### src/rtl/uart_rx.sv
// Asynchronous serial receiver with mid-bit sampling and one-cycle result strobes.
// Optional even-parity bit is enabled by defining UART_RX_PARITY_EN.
module uart_rx #(
    parameter int ClockFrequency = 24_000_000,
    parameter int BaudRate       = 9600,
    parameter int NrOfDataBits   = 8
) (
    input  logic                    clock,
    input  logic                    reset,
    input  logic                    rx,
    output logic [NrOfDataBits-1:0] dataBits,
    output logic                    dataValid,
    output logic                    frameError,
    output logic                    parityError,
    output logic                    busy
);

    localparam int ClocksPerBit = ClockFrequency / BaudRate;
    localparam int HalfBit      = ClocksPerBit / 2;
    localparam int CntW         = $clog2(ClocksPerBit);
    localparam int BitW         = $clog2(NrOfDataBits + 1);

    localparam logic [CntW-1:0] FullEnd = CntW'(ClocksPerBit - 1);
    localparam logic [CntW-1:0] HalfEnd = CntW'(HalfBit - 1);
    localparam logic [BitW-1:0] LastBit = BitW'(NrOfDataBits - 1);

    typedef enum logic [2:0] {
        S_IDLE   = 3'd0,
        S_START  = 3'd1,
        S_DATA   = 3'd2,
        S_PARITY = 3'd3,
        S_STOP   = 3'd4,
        S_BREAK  = 3'd5
    } state_t;

`ifdef UART_RX_PARITY_EN
    function automatic logic even_parity(input logic [NrOfDataBits-1:0] d);
        even_parity = ^d;
    endfunction
`endif

    logic                    r_sync1;
    logic                    r_rxS;
    state_t                  r_state;
    logic [CntW-1:0]         r_cnt;
    logic [BitW-1:0]         r_bit_cnt;
    logic [NrOfDataBits-1:0] r_shift;
    logic                    r_evt_valid;
    logic                    r_evt_frame;
`ifdef UART_RX_PARITY_EN
    logic                    r_par_ok;
    logic                    r_evt_par;
`endif

    // Two-flop synchronizer; reset to the idle line level so no false start appears.
    always_ff @(posedge clock or negedge reset) begin
        if (!reset) begin
            r_sync1 <= 1'b1;
            r_rxS   <= 1'b1;
        end else begin
            r_sync1 <= rx;
            r_rxS   <= r_sync1;
        end
    end

    // Frame recovery state machine; result events are re-registered by the output stage.
    always_ff @(posedge clock or negedge reset) begin
        if (!reset) begin
            r_state     <= S_IDLE;
            r_cnt       <= {CntW{1'b0}};
            r_bit_cnt   <= {BitW{1'b0}};
            r_shift     <= {NrOfDataBits{1'b0}};
            r_evt_valid <= 1'b0;
            r_evt_frame <= 1'b0;
`ifdef UART_RX_PARITY_EN
            r_par_ok    <= 1'b1;
            r_evt_par   <= 1'b0;
`endif
        end else begin
            r_evt_valid <= 1'b0;
            r_evt_frame <= 1'b0;
`ifdef UART_RX_PARITY_EN
            r_evt_par   <= 1'b0;
`endif
            case (r_state)
                S_IDLE: begin
                    r_cnt     <= {CntW{1'b0}};
                    r_bit_cnt <= {BitW{1'b0}};
`ifdef UART_RX_PARITY_EN
                    r_par_ok  <= 1'b1;
`endif
                    if (!r_rxS) begin
                        r_state <= S_START;
                    end else begin
                        r_state <= S_IDLE;
                    end
                end
                S_START: begin
                    if (r_cnt == HalfEnd) begin
                        r_cnt <= {CntW{1'b0}};
                        // A start bit that is high again at mid-bit was only a glitch.
                        if (r_rxS) begin
                            r_state <= S_IDLE;
                        end else begin
                            r_state <= S_DATA;
                        end
                    end else begin
                        r_cnt <= r_cnt + 1'b1;
                    end
                end
                S_DATA: begin
                    if (r_cnt == FullEnd) begin
                        r_cnt     <= {CntW{1'b0}};
                        r_shift   <= {r_rxS, r_shift[NrOfDataBits-1:1]};
                        r_bit_cnt <= r_bit_cnt + 1'b1;
                        if (r_bit_cnt == LastBit) begin
`ifdef UART_RX_PARITY_EN
                            r_state <= S_PARITY;
`else
                            r_state <= S_STOP;
`endif
                        end else begin
                            r_state <= S_DATA;
                        end
                    end else begin
                        r_cnt <= r_cnt + 1'b1;
                    end
                end
`ifdef UART_RX_PARITY_EN
                S_PARITY: begin
                    if (r_cnt == FullEnd) begin
                        r_cnt    <= {CntW{1'b0}};
                        r_par_ok <= (r_rxS == even_parity(r_shift));
                        r_state  <= S_STOP;
                    end else begin
                        r_cnt <= r_cnt + 1'b1;
                    end
                end
`endif
                S_STOP: begin
                    if (r_cnt == FullEnd) begin
                        r_cnt <= {CntW{1'b0}};
                        if (r_rxS) begin
`ifdef UART_RX_PARITY_EN
                            if (r_par_ok) begin
                                r_evt_valid <= 1'b1;
                            end else begin
                                r_evt_par <= 1'b1;
                            end
`else
                            r_evt_valid <= 1'b1;
`endif
                            r_state <= S_IDLE;
                        end else begin
                            r_evt_frame <= 1'b1;
                            r_state     <= S_BREAK;
                        end
                    end else begin
                        r_cnt <= r_cnt + 1'b1;
                    end
                end
                S_BREAK: begin
                    if (r_rxS) begin
                        r_state <= S_IDLE;
                    end else begin
                        r_state <= S_BREAK;
                    end
                end
                default: begin
                    r_state <= S_IDLE;
                end
            endcase
        end
    end

    // Registered outputs: strobes, status and the held data word.
    always_ff @(posedge clock or negedge reset) begin
        if (!reset) begin
            dataBits    <= {NrOfDataBits{1'b0}};
            dataValid   <= 1'b0;
            frameError  <= 1'b0;
            parityError <= 1'b0;
            busy        <= 1'b0;
        end else begin
            dataValid  <= r_evt_valid;
            frameError <= r_evt_frame;
`ifdef UART_RX_PARITY_EN
            parityError <= r_evt_par;
`else
            parityError <= 1'b0;
`endif
            busy <= (r_state != S_IDLE);
            if (r_evt_valid) begin
                dataBits <= r_shift;
            end else begin
                dataBits <= dataBits;
            end
        end
    end

endmodule
### config.mk
export PLATFORM = sky130hd
export DESIGN_NAME = uart_rx
export DESIGN_NICKNAME = d
export VERILOG_FILES = /design/src/rtl/uart_rx.sv
export SDC_FILE = /design/constraint.sdc
export NUM_CORES = 1
export LEC_CHECK = 0
export BUFFER_PORTS_ARGS = -buffer_cell sky130_fd_sc_hd__buf_2
export CORE_MARGIN = 4
export CORE_UTILIZATION = 40
export CTS_CLUSTER_DIAMETER = 100
export CTS_CLUSTER_SIZE = 10
export DETAILED_ROUTE_END_ITERATION = 8
export PLACE_DENSITY_LB_ADDON = 0.05
export SLEW_MARGIN = 20
export SYNTH_ARGS = -nofsm -noshare
export SYNTH_HDL_FRONTEND = slang
export SYNTH_SLANG_ARGS = --single-unit
### constraint.sdc
create_clock -name clock -period 4.25 [get_ports clock]
set_clock_uncertainty 0.2 [all_clocks]
set_input_delay 0.2125 -clock clock [delete_from_list [all_inputs] [get_ports clock]]
set_output_delay 0.2125 -clock clock [all_outputs]
set_load 0.02 [all_outputs]
== Word level (Yosys, flattened, before mapping) ==
Cells that the tools add are included.

* Bits of input ports: 3
* Register bits after elaboration: 42
* Output and inout port bits: 12
* Logic and storage cells: 51

* Muxes and demuxes: 19
* Reduce and logical (&&, ||, !) cells: 8
* Eq/ne operators: 10
* $add $sub $neg: 2

{| class="wikitable"
|+ Operators with widths
! cell !! count
|-
| 12-bit case mux with 3 select lines || 1
|-
| 12-bit 2-to-1 mux || 2
|-
| 3-bit 2-to-1 mux || 5
|-
| 3-bit case mux with 5 select lines || 1
|-
| 12-bit by 1-bit adder with 12-bit output (second input constant) || 1
|-
| 12-bit by 11-bit == test with 1-bit output (second input constant) || 1
|-
| 12-bit == test (second input constant) || 1
|-
| 4-bit case mux with 2 select lines || 1
|-
| 1-bit 2-to-1 mux || 7
|-
| 3-bit == test (second input constant) || 2
|-
| 2-bit inequality test (second input constant) || 3
|-
| 3-bit nonzero test || 2
|-
| 4-bit by 1-bit adder with 4-bit output (second input constant) || 1
|-
| 4-bit by 3-bit == test with 1-bit output (second input constant) || 1
|-
| 4-bit 2-to-1 mux || 1
|-
| 2-bit AND reduction || 2
|-
| 3-bit by 1-bit == test with 1-bit output (second input constant) || 1
|-
| 3-bit by 2-bit == test with 1-bit output (second input constant) || 1
|-
| 3-bit logical NOT || 1
|-
| 3-bit AND reduction || 1
|-
| 2-bit 2-to-1 mux || 1
|-
| 2-bit nonzero test || 1
|-
| 2-bit OR reduction || 1
|}

== Longest topological paths before layout ==
* Depth after elaboration: 4
* Mapped depth: 7

== Worst setup path before layout ==
Ideal clock, no wire load.

* Path kind: register -> register
* From: register r_cnt[2]
* To: register r_shift[1]
* Setup slack: 2.343 ns
* Data arrival time: 1.582 ns
* Buffers on the path: 1
* Cell stages (with the launch flop): 6
* Library setup time: 0.125 ns
* Cells stage by stage: dfrtp_1 -> nor4_4 -> nand4_1 -> nor2_1 -> buf_4 -> mux2_2

* Cells in the longest elaborated chain, start to end: 2

{| class="wikitable"
|+ Ends and longest elaborated chain
! what !! RTL line !! text
|-
| start: declaration || 45 || <nowiki>logic [CntW-1:0] r_cnt;</nowiki>
|-
| start signal: assignment || 70 || <nowiki>r_cnt <= {CntW{1'b0}};</nowiki>
|-
| start signal: assignment || 87 || <nowiki>r_cnt <= {CntW{1'b0}};</nowiki>
|-
| start signal: assignment || 100 || <nowiki>r_cnt <= {CntW{1'b0}};</nowiki>
|-
| 12-bit == test || 112 || <nowiki>if (r_cnt == FullEnd) begin</nowiki>
|-
| 2-bit AND reduction (no line) || -- ||
|-
| end signal: assignment || 72 || <nowiki>r_shift <= {NrOfDataBits{1'b0}};</nowiki>
|-
| end signal: assignment || 114 || <nowiki>r_shift <= {r_rxS, r_shift[NrOfDataBits-1:1]};</nowiki>
|-
| end: declaration || 47 || <nowiki>logic [NrOfDataBits-1:0] r_shift;</nowiki>
|}

Every way passes these cells.
A chain may end at the register's enable or synchronous reset.

== Worst setup path in the final report ==
* From: register r_cnt[2]
* To: register r_shift[2]

The elaborated chain is that of the path after synthesis.

==> metrics.yaml <==
floorplanning:
  start_util_pct: 41.5
  rows: 25
  io_pins: 15
  die_w_um: 78.0
  core-area_mm2: 0.00472
  die_h_um: 78.0
  dieArea_mm2: 0.00608
layout:
  fillerInstances: 446
  diodes: 0
  nNetsFinal: 189
  syn2layout_area_growth_pct: 10.5
  drive_above_1_share_pct: 27.7
synthesis:
  syn_inst: 168
  synth-main-ff-cell: "dfrtp_1"
  netlist_top_cells_area: "dfrtp_1 (51%), mux2_2 (9.2%), a21oi_1 (2.8%)"
  synth_top_area_share_pct: 51.1
  synthMostInstantiatedCell: "dfrtp_1"
  ys_warn_count: 0
  yosysUniqueCellTypes: 41
  yosys.area.top_type: "dfrtp_1"
  ys_seq_area_share_pct: 53.8
  synth_async_sr_flop_share_pct: 100
  netlist_area_mm2: 0.00196
  synth_edf_count: 0
  avgSynthCellArea_um2: 11.7
  synth_nets: 174
  synth_seq_cells: 42
  synth_common_cells: "dfrtp_1 (40), mux2_2 (16), nor2_1 (12)"
critical_path:
  critPathSlowestCell: "nor2_1"
  crit_buf_inv: 0
  crit_type: "register to register"
  worstReg2RegEnd: "r_shift[2]"
  crit_path_max_fanout: 11
  end_kind: "register"
  timing.rr.start: "r_cnt[2]"
  worstPathCellList: "nor4_4 > nand4_1 > nor2_1 > mux2_2"
  slowest_delay_ns: 0.69
  reg2reg_setup_slack_ns: 1.81
  arrival_ns: 2.43
  crit_family: "simple AND/OR/NAND/NOR gates"
  required_ns: 4.24
  r2r_cells: 4
  startpoint_type: "register"
clocking:
  numCtsBuffers: 5
  clkLatencyLatePin_ns: 0.30
  cts_tree: "yes"
  holdBufCountCts: 2
  clockRootBuffer: "clkbuf_8"
  cts_sinks: 42
  clockBufferDepth: 2
  cts-htree-levels: 2
  post_cts_resized: 0
  cts_setup_buffers: 0
  clk_pin_slew_ns: 0.09
min_path:
  holdPathStages: 0
  hold_class: "register to register"
  holdPathEnd: "frameError"
  min_from: "r_evt_frame"
global_route:
  antenna_found_initial: 0
  grt_use_met1_pct: 17.1
  grt.busiest_layer: "met2"
  grt_usage_pct: 13.1
  grt_pass1_wl_um: 6290
  grt_pass1_vias: 1296
  grt_max_degree: 43
  overflow: 0
  grt_use_met2_pct: 20.2
  use_met3_pct: 3.60
drt:
  dr_total_vias: 1290
  wl_per_cell_um: 13.9
  drc: 0
  totalWireLength_um: 3500
  dr.pass1.iters: 4
  via_per_inst: 5.14
  drt_iter0_markers: 31
  ant_nets: 0
timing:
  fin_crit_ns: 2.44
  worst_slack_ns: 1.81
  worst_pin_slew_ns: 0.917
  finalHoldViolations: 0
  setup_violations: 0
  max-slew-margin-rel_pct: 38.9
  fmax_mhz: 409
  finalCritPeriodShare_pct: 57.5
  hold-worst-slack_ns: 0.156
  slew_violations: 0
  finalSetupTns_ns: 0
  rsz0062_at_grt: "no"
pwr:
  power_leakage_nw: 1.02
  ir_worst_vdd_v: 0.000177
  pwr_density_cell_mw_per_mm2: 318
placement:
  pre_cts_ws_ns: 1.78
  io_buffer_count: 13
  gp_congestion: 0.800
  hpwl_um: 2460
status:
  status: "finished, final reports clean"
job:
  max_cap_violations: 0
-- layer usage --
metal | vias to the layer above | part of all wire, %
li1 | 633 | -
met1 | 627 | 48
met2 | 22 | 47
met3 | 8 | 3.6
met4 | 0 | 2.3
met5 | - | 0
-- where the power goes --
| part | internal [mW] | total [mW] | switching [mW] |
|---|---|---|---|
| registers | 0.401 | 0.402 | 0.00115 |
| logic | 0.00209 | 0.0109 | 0.00880 |
| clock network | 0.122 | 0.275 | 0.153 |
| total | 0.525 | 0.688 | 0.163 |
-- worst max-delay path by stage --
stage | startpoint | to | depth (start not counted)
6_report | r_cnt[2] | r_shift[2] | 4
5_1_grt | r_cnt[2] | r_shift[2] | 4
4_1_cts | r_cnt[2] | r_shift[5] | 4
3_5_place_dp | r_cnt[2] | r_shift[5] | 4
3_3_place_gp | r_cnt[2] | r_shift[4] | 4
2_1_floorplan | r_cnt[2] | r_shift[1] | 5
-- cells in the final DEF (no fill, tap or decap), drive strengths merged, types with 2 or more instances in the layout --
cell	instances
a21oi	11
a22o	4
a31oi	7
and4	3
and4bb	2
buf	13
clkbuf	5
dfrtp	40
dfstp	2
dlygate4sd3	2
ha	3
inv	7
mux2	16
nand2	11
nand2b	3
nand3	6
nand3b	3
nor2	12
nor3	6
o21ai	7
or3	2
xnor2	5
-- logic make-up after synthesis --
family	after synthesis	synth area share, %
AO/OA/AOI/OAI	34	11.8
XOR/XNOR	6	2.68
adder cells (fa/ha/maj)	3	1.92
buffers and inverters	11	3.77
flip-flops	42	53.8
multiplexers	17	9.71
other	1	0.192
AND/OR/NAND/NOR	54	16.2
-- sequential cells by signal (all words and copies together), names as in the netlist --
register / cells
r_evt_frame: 1
r_evt_valid: 1
r_rxS: 1
busy: 1
r_state: 3
frameError: 1
r_cnt: 12
r_sync1: 1
r_shift: 8
r_bit_cnt: 4
dataValid: 1
dataBits: 8
-- stage by stage --
step | power (mW) | std cells | area, um2 | util (%)
final | 0.688 | 251 | 2160 | 45.8
after CTS | 0.700 | 251 | 2160 | 45.8
after floorplan | 0.412 | 168 | 1960 | -
after detailed placement | 0.421 | 241 | 2050 | 43.4
after global routing | 0.722 | 251 | 2160 | 45.8
after global placement | 0.420 | 241 | 2050 | 43.4
-- final cells by class --
type	count	area, um2	area share [%]
tap	67	83.8	3.88
clock inverter	3	26.3	1.21
clock buffer	5	68.8	3.18
multi-input combinational	115	831	38.4
sequential	42	1050	48.7
timing repair buffer	15	85.1	3.93
inverter	4	15.0	0.694
-- worst register-to-register path, stage by stage, from the launching register on --
cell and delay, ns:
dfrtp_1 0.47, nor4_4 0.33, nand4_1 0.23, nor2_1 0.69, mux2_2 0.41
Power figures use the tool's default switching activity.
